## config.mk

```make
export PLATFORM = sky130hd
export DESIGN_NAME = audio_buffer_player
export DESIGN_NICKNAME = d
export VERILOG_FILES = /design/src/rtl/audio_buffer_player.sv
export SDC_FILE = /design/constraint.sdc
export NUM_CORES = 1
export LEC_CHECK = 0
export CORE_UTILIZATION = 45
export CTS_CLUSTER_DIAMETER = 100
export DETAILED_ROUTE_END_ITERATION = 10
export PLACE_DENSITY = 0.69
export SYNTH_ARGS = -nofsm -noshare
export SYNTH_HDL_FRONTEND = slang
export SYNTH_SLANG_ARGS = --single-unit
```

## constraint.sdc

```tcl
create_clock -name clk -period 2.6 [get_ports clk]
set_clock_uncertainty 0.2 [all_clocks]
set_input_delay 0.78 -clock clk [delete_from_list [all_inputs] [get_ports clk]]
set_output_delay 0.78 -clock clk [all_outputs]
set_load 0.01 [all_outputs]
```

## src/rtl/audio_buffer_player.sv

```systemverilog
// audio_buffer_player: reads 4-byte little-endian stereo frames from the active
// half of a ping-pong byte buffer at the sample rate, swaps halves when the
// writer has refilled the other one, and repeats held samples while starved.
// Optional feature macro: PLAYER_PWM_OUT_EN (8-bit PWM DAC on both channels).
module audio_buffer_player #(
   parameter int unsigned BUFFER_ADDR_BITS = 9,
   parameter int unsigned SAMPLE_DIV       = 4535
) (
   input  logic                        clk,
   input  logic                        rst_n,
   input  logic                        enable_i,
   output logic [BUFFER_ADDR_BITS-1:0] buffer_rd_address_o,
   output logic                        buffer_active_sel_o,
   input  logic [7:0]                  ram_rd_data_i,
   input  logic                        audio_buffer_filled_i,
   output logic                        audio_buffer_empty_o,
   output logic signed [15:0]          sample_left_o,
   output logic signed [15:0]          sample_right_o,
   output logic                        sample_valid_o,
   output logic                        underrun_o,
   output logic                        pwm_left_o,
   output logic                        pwm_right_o
);

   localparam int unsigned AW = BUFFER_ADDR_BITS;
   localparam int unsigned CW = (SAMPLE_DIV > 1) ? $clog2(SAMPLE_DIV) : 1;
   localparam logic [CW-1:0] TICK_LAST = CW'(SAMPLE_DIV - 1);

   typedef enum logic [1:0] {
      S_WAIT_FILL = 2'd0,
      S_IDLE      = 2'd1,
      S_FETCH     = 2'd2,
      S_SWAP      = 2'd3
   } state_t;

   state_t        r_state, w_state_nxt;
   logic [CW-1:0] r_tick_cnt;
   logic [AW-1:0] r_addr, w_addr_nxt;
   logic          r_sel, w_sel_nxt;
   logic          r_empty, w_empty_nxt;
   logic          r_valid, w_valid_nxt;
   logic          r_underrun, w_underrun_nxt;
   logic          r_drained, w_drained_nxt;
   logic [1:0]    r_phase, w_phase_nxt;
   logic [7:0]    r_byte0, w_byte0_nxt;
   logic [7:0]    r_byte1, w_byte1_nxt;
   logic [7:0]    r_byte2, w_byte2_nxt;
   logic [15:0]   r_left, w_left_nxt;
   logic [15:0]   r_right, w_right_nxt;
   logic          w_run;
   logic          w_tick;
   logic          w_swap;

   assign w_run  = enable_i && (r_state != S_WAIT_FILL);
   assign w_tick = w_run && (r_tick_cnt == TICK_LAST);

   // Sample-rate divider; frozen while paused or waiting for the first fill.
   always_ff @(posedge clk or negedge rst_n) begin
      if (!rst_n) begin
         r_tick_cnt <= '0;
      end else if (w_run) begin
         r_tick_cnt <= w_tick ? '0 : r_tick_cnt + CW'(1);
      end
   end

   // State and registered outputs.
   always_ff @(posedge clk or negedge rst_n) begin
      if (!rst_n) begin
         r_state    <= S_WAIT_FILL;
         r_addr     <= '0;
         r_sel      <= 1'b0;
         r_empty    <= 1'b0;
         r_valid    <= 1'b0;
         r_underrun <= 1'b0;
         r_drained  <= 1'b0;
         r_phase    <= 2'd0;
         r_byte0    <= 8'd0;
         r_byte1    <= 8'd0;
         r_byte2    <= 8'd0;
         r_left     <= 16'd0;
         r_right    <= 16'd0;
      end else begin
         r_state    <= w_state_nxt;
         r_addr     <= w_addr_nxt;
         r_sel      <= w_sel_nxt;
         r_empty    <= w_empty_nxt;
         r_valid    <= w_valid_nxt;
         r_underrun <= w_underrun_nxt;
         r_drained  <= w_drained_nxt;
         r_phase    <= w_phase_nxt;
         r_byte0    <= w_byte0_nxt;
         r_byte1    <= w_byte1_nxt;
         r_byte2    <= w_byte2_nxt;
         r_left     <= w_left_nxt;
         r_right    <= w_right_nxt;
      end
   end

   // Next state: fetch four bytes per tick, swap on wrap when refilled, else starve.
   always_comb begin
      w_state_nxt    = r_state;
      w_addr_nxt     = r_addr;
      w_sel_nxt      = r_sel;
      w_empty_nxt    = 1'b0;
      w_valid_nxt    = 1'b0;
      w_underrun_nxt = r_underrun;
      w_drained_nxt  = r_drained;
      w_phase_nxt    = r_phase;
      w_byte0_nxt    = r_byte0;
      w_byte1_nxt    = r_byte1;
      w_byte2_nxt    = r_byte2;
      w_left_nxt     = r_left;
      w_right_nxt    = r_right;
      w_swap         = 1'b0;

      unique case (r_state)
         S_WAIT_FILL: begin
            w_swap = audio_buffer_filled_i;
         end
         S_IDLE: begin
            if (r_drained) begin
               // Swap wins over a coincident tick; otherwise repeat held samples.
               if (audio_buffer_filled_i) begin
                  w_swap = 1'b1;
               end else if (w_tick) begin
                  w_valid_nxt    = 1'b1;
                  w_underrun_nxt = 1'b1;
               end
            end else if (w_tick) begin
               w_state_nxt = S_FETCH;
               w_phase_nxt = 2'd0;
               w_addr_nxt  = r_addr + AW'(1);
            end
         end
         S_FETCH: begin
            w_phase_nxt = r_phase + 2'd1;
            case (r_phase)
               2'd0: begin
                  w_byte0_nxt = ram_rd_data_i;
                  w_addr_nxt  = r_addr + AW'(1);
               end
               2'd1: begin
                  w_byte1_nxt = ram_rd_data_i;
                  w_addr_nxt  = r_addr + AW'(1);
               end
               2'd2: begin
                  w_byte2_nxt = ram_rd_data_i;
                  w_addr_nxt  = r_addr + AW'(1);
               end
               default: begin
                  w_left_nxt  = {r_byte1, r_byte0};
                  w_right_nxt = {ram_rd_data_i, r_byte2};
                  w_valid_nxt = 1'b1;
                  w_state_nxt = S_IDLE;
                  // Address back at zero here means the half was just exhausted.
                  if (r_addr == '0) begin
                     if (audio_buffer_filled_i) begin
                        w_swap = 1'b1;
                     end else begin
                        w_drained_nxt = 1'b1;
                     end
                  end
               end
            endcase
         end
         S_SWAP: begin
            w_state_nxt = S_IDLE;
         end
         default: begin
            w_state_nxt = S_WAIT_FILL;
         end
      endcase

      if (w_swap) begin
         w_state_nxt    = S_SWAP;
         w_sel_nxt      = ~r_sel;
         w_empty_nxt    = 1'b1;
         w_underrun_nxt = 1'b0;
         w_drained_nxt  = 1'b0;
         w_addr_nxt     = '0;
      end
   end

   assign buffer_rd_address_o  = r_addr;
   assign buffer_active_sel_o  = r_sel;
   assign audio_buffer_empty_o = r_empty;
   assign sample_valid_o       = r_valid;
   assign underrun_o           = r_underrun;
   assign sample_left_o        = r_left;
   assign sample_right_o       = r_right;

`ifdef PLAYER_PWM_OUT_EN
   logic [7:0] r_pwm_cnt;
   logic       r_pwm_left;
   logic       r_pwm_right;
   logic [7:0] w_thr_left;
   logic [7:0] w_thr_right;

   // Signed sample to offset binary: flip the sign bit of the top byte.
   assign w_thr_left  = {~r_left[15], r_left[14:8]};
   assign w_thr_right = {~r_right[15], r_right[14:8]};

   // Free-running PWM ramp compared against the offset-binary thresholds.
   always_ff @(posedge clk or negedge rst_n) begin
      if (!rst_n) begin
         r_pwm_cnt   <= 8'd0;
         r_pwm_left  <= 1'b0;
         r_pwm_right <= 1'b0;
      end else begin
         r_pwm_cnt   <= r_pwm_cnt + 8'd1;
         r_pwm_left  <= (r_pwm_cnt < w_thr_left);
         r_pwm_right <= (r_pwm_cnt < w_thr_right);
      end
   end

   assign pwm_left_o  = r_pwm_left;
   assign pwm_right_o = r_pwm_right;
`else
   assign pwm_left_o  = 1'b0;
   assign pwm_right_o = 1'b0;
`endif

endmodule

```

==> flow_metrics.py <==
metrics = {
    "run_status": {
        "status": "finished with violations",
        "violations": "design-rule violations",
    },
    "global_routing": {
        "grt_max_degree": 41,
        "antenna_found_initial": 0,
        "grt_use_total": 0.181,
        "grt_first_pass_wirelength_um": 12100,
        "grt_pass1_vias": 2530,
        "grt_remaining_overflow": 0,
    },
    "final_layout": {
        "drive_above_1_share": 0.248,
        "multiInputGateArea_um2": 1530,
        "area_growth_pct": 26.3,
        "fillCellCount": 662,
        "antenna_cells": 0,
        "stdcell_area_um2": 4790,
        "post-route-util": 0.585,
        "nNetsFinal": 394,
        "regArea_um2": 2180,
        "instances_no_fill": 480,
    },
    "routing": {
        "wirelength_um": 7330,
        "drc": 2,
        "via_per_inst": 5.27,
        "dr.pass1.iters": 7,
        "drtAntennaViolNets": 0,
        "top_layer": "met4",
        "routedWlPerCell_um": 15.3,
        "wl_met1_um": 3500,
        "routed-wl-met2_um": 3340,
        "route.vias.total": 2531,
        "drt-initial-drc-count": 106,
        "wl_met3_um": 383,
    },
    "worst_setup_path": {
        "rr_endpoint": "r_state[1]",
        "required_ps": 2700,
        "worst_path_largest_cell_delay_ps": 520,
        "crit_fanout": 8,
        "critPathLaunchType": "input port",
        "setup.worst_path.start": "enable_i",
        "rr_worst_depth": 5,
        "r2r_setup_slack_ps": 120,
        "reg2reg_from": "r_tick_cnt[6]",
        "cpMaxStageDelayCell": "or4_1",
        "end_kind": "register",
        "path_class": "in -> reg",
        "crit_chain": "clkdlybuf4s50_1 -> nand3b_1 -> nor4_1 -> a21oi_1 -> or4_1 -> nand2_1",
        "crit_arrival_ps": 2590,
    },
    "clock_tree": {
        "insertion_delay_ps": 350,
        "numCtsBuffers": 9,
        "cts_tree": "built",
        "postCtsHoldBufs": 0,
        "clk_path_buf_depth": 2,
        "path_clk_slew_ps": 90,
        "clkSinkCount": 87,
        "htree_levels": 3,
        "cts_root_buf": "clkbuf_8",
    },
    "power_and_ir_drop": {
        "power.density_nw_per_um2": 1090,
        "finalPower_mw": 5.22,
        "p_int_mw": 3.59,
        "leakagePower_nw": 2.09,
        "peakVddDrop_v": 0.000607,
        "switchingPower_mw": 1.63,
        "combPwrFrac": 0.375,
        "power_switching_share": 0.313,
        "power.share.clock": 0.193,
        "p_seq_frac": 0.432,
    },
    "timing": {
        "slew_headroom": 0.663,
        "fin_ws_ps": 107,
        "setup_tns_ps": 0,
        "whs_ps": 113,
        "rsz0062_at_grt": "no",
        "tightest_slew_ps": 505,
        "max_freq_mhz": 401,
        "slew_viol_final": 0,
        "fin_crit_ps": 2490,
        "final_hold_viol_count": 0,
        "finalSetupViolCount": 0,
        "period_share": 0.959,
    },
    "synthesis": {
        "synth_top_area_frac": 0.574,
        "async_flop_share": 1.00,
        "ys_types": 41,
        "yosys_warnings": 0,
        "synth.top_cells.by_count": "dfrtp_1 (87), mux2_2 (56), nand2_1 (16)",
        "synthFlopType": "dfrtp_1",
        "ys_seq_area_frac": 0.574,
        "synth.avg_cell_area_um2": 12.7,
        "synth_area_leaders": "dfrtp_1 (57%), mux2_2 (17%), ha_1 (4.0%), a21oi_1 (1.7%), nand2_1 (1.6%)",
        "yosysMostFrequentCell": "dfrtp_1",
        "netlist_instances": 298,
        "synth_largest_area_cell": "dfrtp_1",
        "syn_area_um2": 3790,
        "ys_ff_latch": 87,
        "synth_edf_count": 0,
    },
    "floorplanning": {
        "fp.dieH_um": 93.8,
        "io_pins": 59,
        "coreArea_um2": 8180,
        "dieArea_um2": 8790,
        "rows": 33,
        "initial_core_util": 0.464,
        "fp.dieW_um": 93.8,
    },
    "hold_path": {
        "min_path_type": "in -> async",
    },
    "place": {
        "dp_cells": 463,
        "placed_area_um2": 4560,
        "gp_congestion": 0.818,
        "io_buffers": 56,
        "dp.final_hpwl_um": 5040,
        "pre_cts_ws_ps": -303,
    },
    "flow_run": {
        "cap_violations": 0,
    },
}
[how the worst max path moves through the flow]
stage,slack (ps),end
finish,110,buffer_rd_address_o[6]
detailed placement,-300,buffer_rd_address_o[8]
global placement,-290,r_state[1]
CTS,60,r_phase[0]
floorplan,260,r_state[1]
global route,10,buffer_rd_address_o[2]
[routing by layer]
layer | up-vias | GRT usage
li1 | 1195 | -
met3 | 10 | 0.0510
met4 | 0 | 0.0744
met1 | 1270 | 0.247
met2 | 56 | 0.271
met5 | - | 0
[worst max-delay path: cells and delay by family]
family                 cells  cell delay, ps
and+or+nand+nor            4            1080
buffers and inverters      1             500
AOI/OAI and AO/OA          1             220
[what timing repair did]
item | in CTS | in global routing
buffers inserted | 0 | 1
setup endpoints to repair | 0 | 4
resized for setup | 0 | 1
[cell type report]
| type | count | share of cell area |
|---|---|---|
| clock buffer | 11 | 0.0316 |
| clock inverter | 5 | 0.0133 |
| inverter | 11 | 0.00863 |
| multi-input combinational | 190 | 0.319 |
| sequential | 87 | 0.455 |
| tap | 105 | 0.0275 |
| timing repair buffer | 71 | 0.145 |
[flip-flops by register name, indices dropped and copies added, names as in the netlist]
register and flops:
r_state 2, r_byte0 8, sample_valid_o 1, audio_buffer_empty_o 1
buffer_active_sel_o 1, underrun_o 1, r_byte2 8, r_byte1 8
r_tick_cnt 13, buffer_rd_address_o 9, r_drained 1, sample_right_o 16
r_phase 2, sample_left_o 16
[cells by family after synthesis]
family | share of synthesized area
flip-flops | 0.574
XOR/XNOR | 0.0231
other | 0.000989
adder cells (fa/ha/maj) | 0.0396
AND/OR/NAND/NOR | 0.115
AO/OA/AOI/OAI | 0.0538
multiplexers | 0.169
buffers and inverters | 0.0241
[cells in the final DEF, fill, tap and decap left out, drive strengths merged, types with 2 or more instances in the layout]
cell type | netlist | final
a21oi | 13 | 13
and2 | 3 | 3
and3 | 2 | 2
and4 | 2 | 2
buf | 6 | 16
clkbuf | 5 | 11
clkdlybuf4s50 | 0 | 55
conb | 1 | 2
dfrtp | 87 | 87
ha | 12 | 12
inv | 11 | 13
mux2 | 56 | 56
nand2 | 16 | 16
nand3 | 6 | 6
nand3b | 4 | 4
nand4 | 4 | 4
nor2 | 14 | 14
nor2b | 2 | 2
nor3 | 2 | 2
nor4 | 3 | 3
o21ai | 12 | 12
o31ai | 4 | 4
or3 | 6 | 6
or4 | 5 | 5
or4b | 2 | 2
xnor2 | 6 | 6
xor2 | 4 | 4
[power by group through the flow]
stage               combinational, mW  clock, mW  sequential, mW
finish                           1.96       1.01            2.26
detailed placement               1.96          0            2.28
floorplan                       0.946          0            2.34
global route                     2.14       1.08            2.33
global placement                 1.92          0            2.25
CTS                              1.97       1.02            2.26
(Power assumes the default switching activity.)
